File: src/rtl/pattern_line_writer_pkg.sv
// rtl/pattern_line_writer_pkg.sv - shared constants, line record type, FSM states and slot base helper
package pattern_pkg;

  // Number of pattern slots held in the pattern memory.
  localparam int NUM_PATTERNS  = 20;
  // Line records reserved per pattern slot.
  localparam int LINES_PER_PAT = 30;
  // Coordinate width of one axis in a stored line record.
  localparam int COORD_BITS    = 11;
  // Pattern memory word address width.
  localparam int ADDR_W        = 10;

  // One stored line record, x0 lands in the top bits of the memory word.
  typedef struct packed {
    logic [COORD_BITS-1:0] x0;
    logic [COORD_BITS-1:0] y0;
    logic [COORD_BITS-1:0] x1;
    logic [COORD_BITS-1:0] y1;
  } line_t;

  // Loader states: wait for start, take first vertex, stream edges,
  // close the polygon back to v0, then optionally zero-fill the slot.
  typedef enum logic [2:0] {
    ST_IDLE  = 3'd0,
    ST_FIRST = 3'd1,
    ST_EDGES = 3'd2,
    ST_CLOSE = 3'd3,
    ST_PAD   = 3'd4
  } state_e;

  // First word of slot n, n*30 built from two shifts and a subtract.
  function automatic logic [ADDR_W-1:0] slot_base(input logic [4:0] n);
    logic [ADDR_W-1:0] nw;
    nw = {{(ADDR_W-5){1'b0}}, n};
    return (nw << 5) - (nw << 1);
  endfunction

endpackage

File: src/rtl/pattern_line_writer_if.sv
// rtl/pattern_line_writer_if.sv - vertex stream handshake between a polygon source and the line writer
interface pattern_line_writer_if #(
  parameter int COORD_W = 11
);

  logic               v_valid;
  logic               v_ready;
  logic [COORD_W-1:0] v_x;
  logic [COORD_W-1:0] v_y;
  logic               v_last;

  // Vertex producer side.
  modport master (
    output v_valid,
    output v_x,
    output v_y,
    output v_last,
    input  v_ready
  );

  // Vertex consumer side (the line writer).
  modport slave (
    input  v_valid,
    input  v_x,
    input  v_y,
    input  v_last,
    output v_ready
  );

endinterface

File: src/rtl/pattern_line_writer.sv
// rtl/pattern_line_writer.sv - turns a vertex stream into closed-polygon line records in a pattern slot (PATTERN_PAD_EN enables zero-fill of unused lines)
module pattern_line_writer #(
  parameter int COORD_W       = 11,
  parameter int LINES_PER_PAT = 30
) (
  input  logic                 clk,
  input  logic                 reset,
  input  logic                 start,
  input  logic [4:0]           pattern_num,
  pattern_line_writer_if.slave vtx,
  output logic                 w_en,
  output logic [9:0]           w_addr,
  output logic [4*COORD_W-1:0] w_data,
  output logic                 busy,
  output logic                 done,
  output logic                 err
);

  import pattern_pkg::*;

  localparam logic [2:0] IDLE  = ST_IDLE;
  localparam logic [2:0] FIRST = ST_FIRST;
  localparam logic [2:0] EDGES = ST_EDGES;
  localparam logic [2:0] CLOSE = ST_CLOSE;
`ifdef PATTERN_PAD_EN
  localparam logic [2:0] PAD   = ST_PAD;
`endif

  // Index of the last line in a slot; k never passes it.
  localparam logic [4:0] LAST_K = 5'(LINES_PER_PAT - 1);

  logic [2:0]         state;
  logic [9:0]         base;
  logic [4:0]         k;
  logic [COORD_W-1:0] v0_x;
  logic [COORD_W-1:0] v0_y;
  logic [COORD_W-1:0] prev_x;
  logic [COORD_W-1:0] prev_y;
  logic               xfer;
  logic [9:0]         line_addr;

  // Handshake and status decode straight from the state register.
  always_comb begin
    vtx.v_ready = (state == FIRST) || (state == EDGES);
    busy        = (state != IDLE);
    xfer        = vtx.v_valid && vtx.v_ready;
    line_addr   = base + {5'b0, k};
  end

  // Loader FSM and registered pattern memory write port.
  always_ff @(posedge clk) begin
    if (reset) begin
      state  <= IDLE;
      base   <= '0;
      k      <= '0;
      v0_x   <= '0;
      v0_y   <= '0;
      prev_x <= '0;
      prev_y <= '0;
      w_en   <= 1'b0;
      w_addr <= '0;
      w_data <= '0;
      done   <= 1'b0;
      err    <= 1'b0;
    end else begin
      w_en <= 1'b0;
      done <= 1'b0;
      err  <= 1'b0;
      case (state)
        IDLE: begin
          if (start) begin
            if (pattern_num < 5'(NUM_PATTERNS)) begin
              base  <= slot_base(pattern_num);
              k     <= '0;
              state <= FIRST;
            end else begin
              err <= 1'b1;
            end
          end
        end

        FIRST: begin
          if (xfer) begin
            v0_x   <= vtx.v_x;
            v0_y   <= vtx.v_y;
            prev_x <= vtx.v_x;
            prev_y <= vtx.v_y;
            k      <= '0;
            // A single vertex is not a polygon.
            if (vtx.v_last) begin
              err   <= 1'b1;
              state <= IDLE;
            end else begin
              state <= EDGES;
            end
          end
        end

        EDGES: begin
          if (xfer) begin
            w_en   <= 1'b1;
            w_addr <= line_addr;
            w_data <= {prev_x, prev_y, vtx.v_x, vtx.v_y};
            prev_x <= vtx.v_x;
            prev_y <= vtx.v_y;
            k      <= k + 5'd1;
            if (vtx.v_last && (k == 5'd0)) begin
              // Two vertices: the one edge is already written, no closure.
              err   <= 1'b1;
              state <= IDLE;
            end else if (vtx.v_last) begin
              state <= CLOSE;
            end else if (k == LAST_K - 5'd1) begin
              // Slot is full with one line left for the closing edge.
              err   <= 1'b1;
              state <= CLOSE;
            end
          end
        end

        CLOSE: begin
          w_en   <= 1'b1;
          w_addr <= line_addr;
          w_data <= {prev_x, prev_y, v0_x, v0_y};
          k      <= k + 5'd1;
`ifdef PATTERN_PAD_EN
          if (k != LAST_K) begin
            state <= PAD;
          end else begin
            done  <= 1'b1;
            state <= IDLE;
          end
`else
          done  <= 1'b1;
          state <= IDLE;
`endif
        end

`ifdef PATTERN_PAD_EN
        PAD: begin
          // Zero-length lines never register as crossings.
          w_en   <= 1'b1;
          w_addr <= line_addr;
          w_data <= '0;
          k      <= k + 5'd1;
          if (k == LAST_K) begin
            done  <= 1'b1;
            state <= IDLE;
          end
        end
`endif

        default: state <= IDLE;
      endcase
    end
  end

endmodule

File: src/flat_wrapper.sv
// flat-port wrapper written by rule: the top's interface ports become plain ports
module pattern_line_writer_flat import pattern_pkg::*;
#(
  parameter int COORD_W       = 11,
  parameter int LINES_PER_PAT = 30
)
  (clk, reset, start, pattern_num, w_en, w_addr, w_data, busy, done, err, vtx_v_valid, vtx_v_x, vtx_v_y, vtx_v_last, vtx_v_ready);
  pattern_line_writer_if #(.COORD_W(COORD_W)) vtx_i ();
  input  logic clk;
  input  logic reset;
  input  logic start;
  input  logic [4:0] pattern_num;
  output logic w_en;
  output logic [9:0] w_addr;
  output logic [4*COORD_W-1:0] w_data;
  output logic busy;
  output logic done;
  output logic err;
  input wire logic [$bits(vtx_i.v_valid)-1:0] vtx_v_valid;
  input wire logic [$bits(vtx_i.v_x)-1:0] vtx_v_x;
  input wire logic [$bits(vtx_i.v_y)-1:0] vtx_v_y;
  input wire logic [$bits(vtx_i.v_last)-1:0] vtx_v_last;
  output wire logic [$bits(vtx_i.v_ready)-1:0] vtx_v_ready;
  assign vtx_i.v_valid = vtx_v_valid;
  assign vtx_i.v_x = vtx_v_x;
  assign vtx_i.v_y = vtx_v_y;
  assign vtx_i.v_last = vtx_v_last;
  assign vtx_v_ready = vtx_i.v_ready;
  pattern_line_writer #(.COORD_W(COORD_W), .LINES_PER_PAT(LINES_PER_PAT)) u_core (.clk(clk), .reset(reset), .start(start), .pattern_num(pattern_num), .vtx(vtx_i), .w_en(w_en), .w_addr(w_addr), .w_data(w_data), .busy(busy), .done(done), .err(err));
endmodule
File: config.mk
export PLATFORM = sky130hd
export DESIGN_NAME = pattern_line_writer_flat
export DESIGN_NICKNAME = d
export VERILOG_FILES = /design/src/rtl/pattern_line_writer_pkg.sv /design/src/rtl/pattern_line_writer_if.sv /design/src/rtl/pattern_line_writer.sv /design/src/flat_wrapper.sv
export SDC_FILE = /design/constraint.sdc
export NUM_CORES = 1
export LEC_CHECK = 0
export CAP_MARGIN = 20
export CELL_PAD_IN_SITES_DETAIL_PLACEMENT = 1
export CELL_PAD_IN_SITES_GLOBAL_PLACEMENT = 2
export CORE_MARGIN = 3
export CORE_UTILIZATION = 29
export CTS_BUF_LIST = sky130_fd_sc_hd__clkbuf_4
export DETAILED_ROUTE_END_ITERATION = 7
export PLACE_DENSITY = 0.83
export SLEW_MARGIN = 20
export SYNTH_ARGS = -nofsm -noshare
export SYNTH_HDL_FRONTEND = slang
export SYNTH_SLANG_ARGS = --single-unit
File: constraint.sdc
create_clock -name clk -period 2 [get_ports clk]
set_clock_uncertainty 0.2 [all_clocks]
set_input_delay 0.3 -clock clk [delete_from_list [all_inputs] [get_ports clk]]
set_output_delay 0.3 -clock clk [all_outputs]
set_load 0.05 [all_outputs]
==> results of run 1 <==
-- timing repair --
item,CTS,global route
setup endpoints to repair,47,30
gates resized for setup,48,33
pin swaps,6,8
hold buffers,1,0
gates cloned,1,0
buffers inserted,0,2
hold endpoints to repair,12,0
-- state kept, by name, summed over array words and instances (netlist names), 2 cells and up --
signal         count
u_core.w_data     44
u_core.prev_x     11
u_core.prev_y     11
u_core.state       2
u_core.v0_y       11
u_core.base        9
u_core.k           5
u_core.w_addr     10
u_core.v0_x       11
-- layout make-up --
type                       instances  area (um^2)
fill                            1913         9490
sequential                       117         2350
antenna                            1         2.50
multi-input combinational        414         2490
clock inverter                    12          159
tap                              216          270
inverter                          14         55.1
timing repair buffer             130         1210
clock buffer                      20          150
-- cell usage after synthesis, types with 2 or more instances --
library cell and number:
sky130_fd_sc_hd__inv_1 14, sky130_fd_sc_hd__nor2_1 47, sky130_fd_sc_hd__nand2b_1 6, sky130_fd_sc_hd__o21bai_1 2, sky130_fd_sc_hd__mux2i_1 28, sky130_fd_sc_hd__nand3_1 6
sky130_fd_sc_hd__a211oi_1 32, sky130_fd_sc_hd__nor3_1 3, sky130_fd_sc_hd__or4_1 5, sky130_fd_sc_hd__nand3b_1 2, sky130_fd_sc_hd__buf_1 4, sky130_fd_sc_hd__xnor2_1 6
sky130_fd_sc_hd__buf_2 8, sky130_fd_sc_hd__a311oi_1 4, sky130_fd_sc_hd__o21ai_0 7, sky130_fd_sc_hd__nand2_1 145, sky130_fd_sc_hd__dfxtp_1 117, sky130_fd_sc_hd__clkbuf_1 27
sky130_fd_sc_hd__a21oi_1 79, sky130_fd_sc_hd__xor2_1 2, sky130_fd_sc_hd__ha_1 12, sky130_fd_sc_hd__nor2b_1 3, sky130_fd_sc_hd__o31ai_1 3
-- how the worst max path moves through the flow --
stage / start / end / cells after the start
after floorplan: u_core.state[0] / u_core.state[0] / 8
after global placement: vtx_v_valid / u_core.v0_x[8] / 7
after detailed placement: vtx_v_valid / u_core.k[1] / 6
after CTS: u_core.state[0] / vtx_v_ready / 4
after global routing: u_core.state[1] / u_core.k[1] / 7
final: u_core.state[0] / u_core.k[2] / 6
-- cells by family after synthesis --
kind of cell | Yosys count | share of synthesized area, %
adder cells (fa/ha/maj) | 13 | 3.48
AND/OR/NAND/NOR | 226 | 19.3
buffers and inverters | 55 | 4.66
multiplexers | 29 | 5.97
AO/OA/AOI/OAI | 137 | 17.2
flip-flops | 117 | 47.9
XOR/XNOR | 8 | 1.43
-- routing by layer --
layer / vias to the layer above / GRT usage, % / wire (um)
li1: 2223 / - / -
met1: 2102 / 19.6 / 6440
met2: 86 / 28.1 / 6950
met3: 20 / 4.57 / 686
met4: 0 / 4.93 / 274
met5: - / 0 / 0
-- metrics by stage --
step | cell area [um^2] | hold WS (ns)
after detailed placement | 6280 | 0.247
after CTS | 6610 | 0.138
after global placement | 6280 | 0.239
after floorplan | 4960 | 0.215
after global routing | 6690 | 0.138
final | 6690 | 0.181
-- worst max-delay path: cells and delay by family, from the launching register on --
family,cells,cell delay (ns)
AO/OA/AOI/OAI,2,0.31
adder cells (fa/ha/maj),1,0.27
buffers and inverters,1,0.05
flip-flops,1,0.38
AND/OR/NAND/NOR,2,0.71
-- report_power, final --
part,switching [mW],internal (mW)
logic,0.727,0.504
registers,0.0893,2.47
clock network,0.887,1.02
total,1.70,3.99
==> impl_summary.md, run 1 <==
Layout
Leaving out fill and tap cells, the most frequent cells in the layout are sky130_fd_sc_hd__nand2_1 (145), sky130_fd_sc_hd__dfxtp_1 (111), sky130_fd_sc_hd__a21oi_1 (77), sky130_fd_sc_hd__buf_4 (51), sky130_fd_sc_hd__nor2_1 (46). The signed area change from the synthesized netlist to the final layout is 36.8%. For this run, the number of standard cells in the final layout without fillers is 924. Cells fill 41.3% of the core in the end.

The number of nets in the finished design is 739. The most common cell after layout, fill and taps aside is sky130_fd_sc_hd__nand2_1. The proportion of layout cells with a drive suffix above 1 is 18.7%.

Timing
The number of pins exceeding their max-slew limit in the final report is 0. The maximum clock frequency is 0.503 GHz. The number of hold violations in the final report is 0. In the final timing run, aggregate negative setup slack is 0 ns. Measured against its own limit, the worst slew margin works out to 66.0%. The worst setup margin is 0.0124 ns. Setup repair after global routing could not meet its margin everywhere.

For the finished layout, the period the worst path requires is 1.99 ns. At the pin with the least slew margin, the transition time is 0.512 ns. The share of the clock period used by the worst path after layout is 99.4%. Setup violations remaining at the end of the flow were counted as 0.

Worst setup path
The capturing point of the worst reg2reg path is u_core.k[2]. The setup path with the least slack is of type reg -> reg. In this run the critical register-to-register path is launched from u_core.state[0]. The startpoint type of the worst setup path is a flop. In this design, the stage delay of the slowest critical-path cell is 0.53 ns.

The required time of the critical path is 2.26 ns. Walking the worst path, the cells encountered are inv_4 -> ha_4 -> and2_4 -> o2111ai_4 -> or4b_4 -> a21oi_2. Measured in cells, the most critical reg-to-reg path has a length of 6. The data arrival time of the critical path is 2.25 ns. The library cell contributing the largest single delay on the critical path is sky130_fd_sc_hd__or4b_4. The flop-to-flop setup slack is 0.01 ns. The type of element capturing the critical path is a flop. The largest fanout on the critical path is 5.

Power and ir drop
IR analysis of the VDD net gives a maximum drop of 0.589 mV. Power comes to 5.69 mW. The static power due to leakage is 2.45 nW.

The ratio of total power to cell area is 851 mW/mm^2.

Route
In the routed design, unresolved DRC markers number 0. The pre-antenna-repair detailed-routing pass consisted of 4 iterations. The starting DRC count in detailed routing is 225.

The post-detailed-route wirelength per cell is 15.5 um. The total number of vias is 4431. The total routed wirelength is 14400 um. In the routed layout, each cell is associated on average with a via count of 4.80. In this run the remaining antenna-violating nets after routing total 0.

Clocking
The sink count of the clock tree is 117. In this run the deepest clock path goes through 2 buffers. Clock tree synthesis selected as its root buffer the cell sky130_fd_sc_hd__clkbuf_4. The register clock-pin slew on the reported worst setup and hold paths is 0.11 ns. TritonCTS created 17 clock buffers. CTS built an H-tree with a depth of 4. TritonCTS built the clock tree. The clock reaches the later pin of the worst-skew pair after 0.53 ns.

Hold path
The min-delay analysis places its worst path in the category in -> reg. Counting instances, the worst hold path has a depth of 3. The endpoint of the worst hold-timing path is u_core.prev_x[9]. The critical hold path startpoint is vtx_v_x[9].

Synth
The area of the mapped netlist is 0.00489 mm^2. The post-synthesis average cell area is 8.35 um^2. The area share of the largest cell type after synthesis is 47.9%.

After synthesis, the share of flip-flops with an asynchronous set or reset is 0%. Yosys attributes the largest share of cell area to sky130_fd_sc_hd__dfxtp_1 (48%), sky130_fd_sc_hd__nand2_1 (11%), sky130_fd_sc_hd__a21oi_1 (8.1%). Sequential elements use 47.9% of the synthesized area. The most used flip-flop cell after synthesis is sky130_fd_sc_hd__dfxtp_1. In this run, synthesis produced a sequential element count of 117.

The number of warnings reported in the yosys synthesis log is 0. Counting flops with a built-in enable in the synthesized netlist gives 0. The count of cell types in the netlist is 46. The total nets after synthesis is 630. The cell count after synthesis is 585.

The library cell with the largest summed area after synthesis is sky130_fd_sc_hd__dfxtp_1.

Floorplanning
The die extent in x is 136 um. The overall die area is 0.0184 mm^2. Once the floorplan was initialized, standard cells occupied 30.2% of the core. After floorplanning, the core was divided into 46 placement rows. The height of the die is 136 um. After floorplanning, the core was sized to cover 0.0162 mm^2. The number of I/O pins is 91.

Placement
Prior to clock tree synthesis, the placed netlist has a worst setup slack of -0.276 ns. The post-detailed-placement half-perimeter wirelength is 9900 um. The count of buffers added on input and output ports is 90. At the end of routability-driven placement, the weighted congestion stood at 0.804. The number of cells in the design after placement is 887.

GRT
The wire length of the first global-routing pass is 23700 um. The number of global-route vias before repair is 4747. For this run the aggregate overflow at the end of global routing stands at 0. Entering global routing, the biggest net connects 61 pins. The number of antenna violations at the first check in global routing came to 1. Global routing used 16.2% of the available tracks across all layers.

Flow run
The tool flagged a number of max-cap violations equal to 0.

Status
The run finished with clean final reports.
No activity file was read; power rests on OpenSTA's default activity.
==> run 2, diff against run 1 <==
--- a/config.mk
+++ b/config.mk
@@ -5,7 +5,7 @@
 export SDC_FILE = /design/constraint.sdc
 export NUM_CORES = 1
 export LEC_CHECK = 0
-export CAP_MARGIN = 20
+export CAP_MARGIN = 0
 export CELL_PAD_IN_SITES_DETAIL_PLACEMENT = 1
 export CELL_PAD_IN_SITES_GLOBAL_PLACEMENT = 2
 export CORE_MARGIN = 3
@@ -17,3 +17,4 @@
 export SYNTH_ARGS = -nofsm -noshare
 export SYNTH_HDL_FRONTEND = slang
 export SYNTH_SLANG_ARGS = --single-unit
+export TNS_END_PERCENT = 50
==> run 2 against run 1 <==
  * The flow now finishes with violations (setup timing)
  * Final area is essentially flat
  * Final cell count rose by 0.11%
  * Fmax shrank 3.7%
  * Worst hold slack got worse by 0.18 ns
  * Clock-buffer cell count did not move
  * Non-clock buffer count rose by 1
  * Register-to-register slack worse by 0.08 ns
  * Utilization barely moved
  * Largest power group unchanged
==> impl_summary.md, run 2 (synthesized netlist as in run 1, its figures left out) <==
Status
The flow ran to the end, but the final reports show violations. The final reports fail on setup timing.

Flow run
The max capacitance violation total is 0.

GRT
The number of global-route vias before repair was 4699. The total overflow left after global routing is 0. The number of antenna violations at the first check in global routing came to 1. Entering global routing, the biggest net connects 61 pins. The wire length of the first global-routing pass is 23500 um.

For this run, the total global-route usage over all layers was measured as 16.1%.

Timing
The number of pins exceeding their max-slew limit in the final report is 0. Static timing analysis puts the maximum clock frequency at 0.485 GHz. The aggregate negative setup slack is -0.0764 ns.

Setup violations remaining at the end of the flow were counted as 3. The final critical-path required period is 2.06 ns. The number of hold violations in the final report is 0. Across all setup checks in the final design, the least slack found is -0.0631 ns. Setup repair after global routing could not meet its margin everywhere. The final critical path takes up 103% of the cycle. In this run the tightest slew margin relative to its limit is 50.8%. The slew of the pin with the lowest slew margin is 0.736 ns.

Placement
After legalization and detailed placement, the total HPWL measured 9900 um. At the end of routability-driven placement, the weighted congestion stood at 0.804. The number of buffers added on ports is 90.

The minimum setup slack after placement is -0.276 ns. The placed instance area is 0.00628 mm^2.

Worst setup path
The type of element capturing the critical path is a flop. The cell type group with the largest total delay on the critical path is simple AND/OR/NAND/NOR gates. The startpoint type of the worst setup path is a flop.

The data arrival time of the critical path is 2.32 ns. The biggest cell delay along the critical path is 0.59 ns. STA puts the critical path data required time at 2.26 ns. Counting both buffers and inverters, the worst setup path holds a total of 1.

The worst setup path is of the reg -> reg kind. Along the worst path, the maximum fanout reaches 5. The library cell contributing the largest single delay on the critical path is sky130_fd_sc_hd__or4b_4.

Traced cell by cell, the critical path runs through inv_2 -> ha_4 -> and2_4 -> o2111ai_4 -> or4b_4 -> a21oi_2.

Layout
Counting the fill cells in the layout gives 1914. The post-route netlist has 18.5% of its cells at a drive strength greater than 1. In the layout the commonest cells are sky130_fd_sc_hd__nand2_1 (145), sky130_fd_sc_hd__dfxtp_1 (111), sky130_fd_sc_hd__a21oi_1 (77), sky130_fd_sc_hd__buf_4 (50), sky130_fd_sc_hd__nor2_1 (45). The register with the most flip-flops in the layout has 44 of them. The number of nets in the finished design is 740. From synthesis to final layout, the design area changed by 36.8%.

The finished cells cover 0.00668 mm^2. The library cell used most frequently in the layout, excluding fill and tap cells, is sky130_fd_sc_hd__nand2_1. The register with the most flip-flops is u_core.w_data.

Floorplanning
The number of I/O pins is 91. The core area is 0.0162 mm^2. The die is 136 um tall. Measured along the x axis, the die boundary spans 136 um. After floorplanning, the core was divided into 46 placement rows.

The initial utilization of the core area, before any placement, comes to 30.2%. The overall die area is 0.0184 mm^2.

Hold path
The path class of the tightest hold or removal check is in -> reg.

Clocking
In this run, CTS created clock tree buffers numbering 17. TritonCTS built the clock tree. The register clock-pin slew on the reported worst setup and hold paths is 0.11 ns. The maximum number of buffers from clock root to sink is 2.

The clock reaches the later pin of the worst-skew pair after 0.53 ns. In this run the number of H-tree levels came out at 4. In this run the clock root is driven by a sky130_fd_sc_hd__clkbuf_4. The sink count of the clock tree is 117.

Power and ir drop
The maximum vdd drop is 0.548 mV. The static power due to leakage is 2.44 nW. Summing internal, switching and leakage power gives 5.70 mW. The ratio of total power to cell area is 853 mW/mm^2.

Route
The starting DRC count in detailed routing is 216. The total number of vias is 4443. The post-detailed-route wirelength per cell is 15.9 um.

For this run, design rule violations remaining after detail routing come to 0. The via density per instance is 4.80. The remaining number of nets flagged by the antenna check after routing is 0. The number of iterations in the first detailed-routing pass is 6.

The routed design has 14700 um of wire.
==> run 2: metrics by stage <==
| step | hold slack (ns) | utilization, % | std cells |
|---|---|---|---|
| 3_5_place_dp | 0.247 | 38.8 | 887 |
| 2_1_floorplan | 0.215 | - | 585 |
| 4_1_cts | -0.0716 | 40.6 | 920 |
| 5_1_grt | 0.00454 | 41.3 | 925 |
| 3_3_place_gp | 0.239 | 38.8 | 887 |
| 6_report | 0.00581 | 41.3 | 925 |
==> run 2: what timing repair did <==
item,in CTS,in global routing
hold endpoints to repair,12,15
gates cloned,0,1
hold buffers,1,3
setup endpoints to repair,47,52
setup buffers,0,0
pin swaps,0,13
gates resized for setup,42,37
==> run 2: layer usage <==
| layer | up-vias | GRT usage, % | part of all wire, % |
|---|---|---|---|
| li1 | 2229 | - | - |
| met1 | 2126 | 19.8 | 46 |
| met2 | 78 | 27.9 | 49 |
| met3 | 10 | 4.49 | 4.2 |
| met4 | 0 | 4.26 | 1.0 |
| met5 | - | 0 | 0 |
==> run 2: final cells by class <==
type,instances,area (um^2),share of cell area [%]
repair buffers,131,1220,18.2
multi-input cells,414,2470,37.0
well taps,216,270,4.04
inverters,14,55.1,0.824
flip-flops and latches,117,2350,35.2
clock buffers,20,150,2.25
diodes,1,2.50,0.0374
clock inverters,12,159,2.38
==> run 2: path summary, 6_finish.rpt <==
path	from	endpoint	slack, ns	cells after the start
max reg2reg	u_core.state[0]	u_core.k[2]	-0.06	6
max	u_core.state[0]	u_core.k[2]	-0.06	6
min	reset	u_core.w_addr[5]	0.006	3
min reg2reg	u_core.w_data[30]	u_core.w_data[30]	0.25	2
==> run 2: power by group <==
| group | internal [mW] | switching (mW) | leakage (nW) |
|---|---|---|---|
| clock | 1.02 | 0.894 | 0.176 |
| combinational | 0.502 | 0.736 | 1.32 |
| sequential | 2.46 | 0.0871 | 0.949 |
==> run 2: worst register-to-register path: cells and delay by family (launching register included) <==
kind	cells	cell delay [ns]
and+or+nand+nor	2	0.76
buffers and inverters	1	0.07
DFF	1	0.37
AOI/OAI and AO/OA	2	0.32
adders and majority gates	1	0.28
==> run 3, diff against run 2 <==
--- a/config.mk
+++ b/config.mk
@@ -12,6 +12,8 @@
 export CORE_UTILIZATION = 29
 export CTS_BUF_LIST = sky130_fd_sc_hd__clkbuf_4
 export DETAILED_ROUTE_END_ITERATION = 7
+export GPL_ROUTABILITY_DRIVEN = 1
+export MAX_ROUTING_LAYER = met4
 export PLACE_DENSITY = 0.83
 export SLEW_MARGIN = 20
 export SYNTH_ARGS = -nofsm -noshare
==> run 3 against run 2 <==
  * The run still ends with setup timing left
  * Sequential share of layout area fell by 0.079 points
  * Worst hold slack lost 0.0034 ns
  * Utilization rose by 0.093 points
  * Combinational power hardly changed
  * Sequential power barely moved
  * Die area stayed put
  * Critical path type unchanged
  * Largest cell class unchanged
  * Largest power group unchanged
  * Highest routed layer unchanged
==> impl_summary.md, run 3 (synthesized netlist as in run 1, its figures left out) <==
Hold path
The worst hold path was traced through 3 stages. The type of the worst min-delay path is in -> reg. The critical hold path startpoint is reset. The path with the worst hold slack has its endpoint at u_core.w_addr[5].

GRT
The number of antenna violations at the first check in global routing is 1. Entering global routing, the biggest net connects 61 pins. The wire length of the first global-routing pass is 23600 um. The number of global-route vias before repair was 4697. Global routing used 16.6% of the available tracks across all layers. The total congestion overflow is 0.

Layout
Of the cells placed in the final design, the portion with a size suffix greater than 1 is 19.0%. The library cell used most frequently in the layout, excluding fill and tap cells, is sky130_fd_sc_hd__nand2_1. The library cells used most frequently in the layout, excluding fill and tap cells, are sky130_fd_sc_hd__nand2_1 (145), sky130_fd_sc_hd__dfxtp_1 (111), sky130_fd_sc_hd__a21oi_1 (76), sky130_fd_sc_hd__buf_4 (51), sky130_fd_sc_hd__nor2_1 (45). The signed area change from the synthesized netlist to the final layout is 37.1%. The register with the most flip-flops in the layout has 44 of them. The area of all placed cells without fillers is 0.00670 mm^2. The register with the most flip-flops is u_core.w_data. The number of nets in the finished design is 741.

Clocking
The number of buffers added by the clock tree synthesis step is 17. The CTS tree is done. The later pin in the worst-skew pair is clocked with a latency of 0.54 ns. The root buffer selected by CTS is sky130_fd_sc_hd__clkbuf_4. CTS saw 117 sinks. The number of H-tree levels is 4.

The maximum number of buffers from clock root to sink is 2. Clock-pin slew was measured on the worst setup and hold paths at 0.10 ns.

Flow run
The tool flagged a number of max-cap violations equal to 0.

Worst setup path
The critical path is of the reg -> reg type. The type of element capturing the critical path is a flop. The cell family contributing the most delay on the critical path is simple AND/OR/NAND/NOR gates.

The worst register-to-register path ends at u_core.k[2]. Counting both buffers and inverters, the worst setup path holds a total of 1. The reg-to-reg critical path startpoint is u_core.state[0]. For the worst flop-to-flop path, the logic depth is 6. The largest fanout on the critical path is 5. The signal on the critical path passes through inv_2 -> ha_4 -> and2_4 -> o2111ai_4 -> or4b_4 -> a21oi_2. Data arrives at the worst endpoint at 2.32 ns. The flop-to-flop setup slack is -0.05 ns. The critical path starts at u_core.state[0]. Data on the critical path is required at its endpoint by 2.27 ns. The slowest stage of the critical path belongs to the cell sky130_fd_sc_hd__or4b_4. In this design, the stage delay of the slowest critical-path cell is 0.59 ns.

The startpoint type of the worst setup path is a flop.

Floorplanning
In this run the core area contains 46 standard-cell rows. The starting utilization of the core area is 30.2%. The core area is 0.0162 mm^2. The number of I/O pins is 91. In this run the horizontal extent of the chip is 136 um. The die is 136 um tall. The die covers 0.0184 mm^2.

Timing
The final critical-path required period is 2.05 ns. The worst path uses 103% of the clock period. The number of hold violations in the final report came to 0. The worst slew margin relative to its limit is 50.9%. Setup repair after global routing could not meet its margin everywhere. The maximum clock frequency is 0.487 GHz. The final count of negative-setup-slack endpoints is 2. The slew of the pin with the lowest slew margin is 0.734 ns.

Across all setup checks in the final design, the least slack found is -0.0518 ns. The aggregate negative setup slack is -0.0966 ns. The number of pins exceeding their max-slew limit in the final report is 0.

Route
In the routed layout, each cell is associated on average with a via count of 4.80. The routed design has 14800 um of wire. For this run, design rule violations remaining after detail routing come to 0. The starting DRC count in detailed routing is 201. The remaining number of nets flagged by the antenna check after routing is 0. Across all layers, the routed design uses 4445 vias. The first detailed-routing pass ran for 4 iterations. The post-detailed-route wirelength per cell is 16.0 um.

Placement
The placed instance area is 0.00628 mm^2. Once detailed placement completed, the half-perimeter wirelength came to 9900 um. The number of buffers added on ports is 90. The global placement routability congestion is 0.815.

Power and ir drop
The maximum vdd drop is 0.548 mV. The ratio of total power to cell area is 853 mW/mm^2. Summed over all cells, the static leakage comes to 2.45 nW.

Status
The final reports fail on setup timing. The run finished, with violations left.
==> run 3: worst register-to-register path: stages (launching register included) <==
cell	delay (ns)
sky130_fd_sc_hd__dfxtp_2	0.37
sky130_fd_sc_hd__inv_2	0.07
sky130_fd_sc_hd__ha_4	0.28
sky130_fd_sc_hd__and2_4	0.17
sky130_fd_sc_hd__o2111ai_4	0.19
sky130_fd_sc_hd__or4b_4	0.59
sky130_fd_sc_hd__a21oi_2	0.13
==> run 3: how the worst max path moves through the flow <==
stage / cells after the start / slack [ns] / endpoint
2_1_floorplan: 8 / -0.11 / u_core.state[0]
3_3_place_gp: 7 / -0.21 / u_core.v0_x[8]
3_5_place_dp: 6 / -0.28 / u_core.k[1]
4_1_cts: 7 / -0.06 / u_core.state[1]
5_1_grt: 6 / -0.12 / u_core.k[2]
6_report: 6 / -0.05 / u_core.k[2]
==> run 3: repair_timing <==
item                                   4_1_cts  5_1_grt
pin swaps                                    0       14
buffers inserted                             0        1
gates resized for setup                     42       40
hold buffers                                 1        3
endpoints found under the hold margin       12       15
setup endpoints to repair                   47       52
gates cloned                                 0        1
==> run 3: where the power goes <==
part	switching, mW	total [mW]	internal (mW)
sequential	0.0866	2.55	2.46
clock	0.899	1.91	1.02
combinational	0.739	1.25	0.512
==> run 3: metrics by stage <==
step | hold WS (ns) | total power [mW] | utilization (%) | worst slack [ns] | std cells
CTS | -0.0716 | 5.72 | 40.6 | -0.0629 | 920
detailed placement | 0.247 | 3.79 | 38.8 | -0.276 | 887
global placement | 0.239 | 3.76 | 38.8 | -0.206 | 887
global route | 0.00480 | 6.01 | 41.4 | -0.122 | 926
finish | 0.00237 | 5.71 | 41.4 | -0.0518 | 926
floorplan | 0.215 | 3.32 | - | -0.114 | 585
==> run 3: cell type report <==
class | instances | area [um^2]
Sequential cell | 117 | 2350
Timing Repair Buffer | 132 | 1220
Antenna cell | 1 | 2.50
Fill cell | 1914 | 9470
Tap cell | 216 | 270
Clock inverter | 12 | 159
Inverter | 14 | 55.1
Clock buffer | 20 | 150
Multi-Input combinational cell | 414 | 2480
==> run 3: per-layer routing <==
layer	up-vias	wire length, um	global-route usage, %	part of all wire [%]
met4	0	206	4.26	1.4
met5	-	0	-	0
met3	17	642	4.38	4.3
li1	2224	-	-	-
met1	2116	6760	20.0	46
met2	88	7200	27.8	49
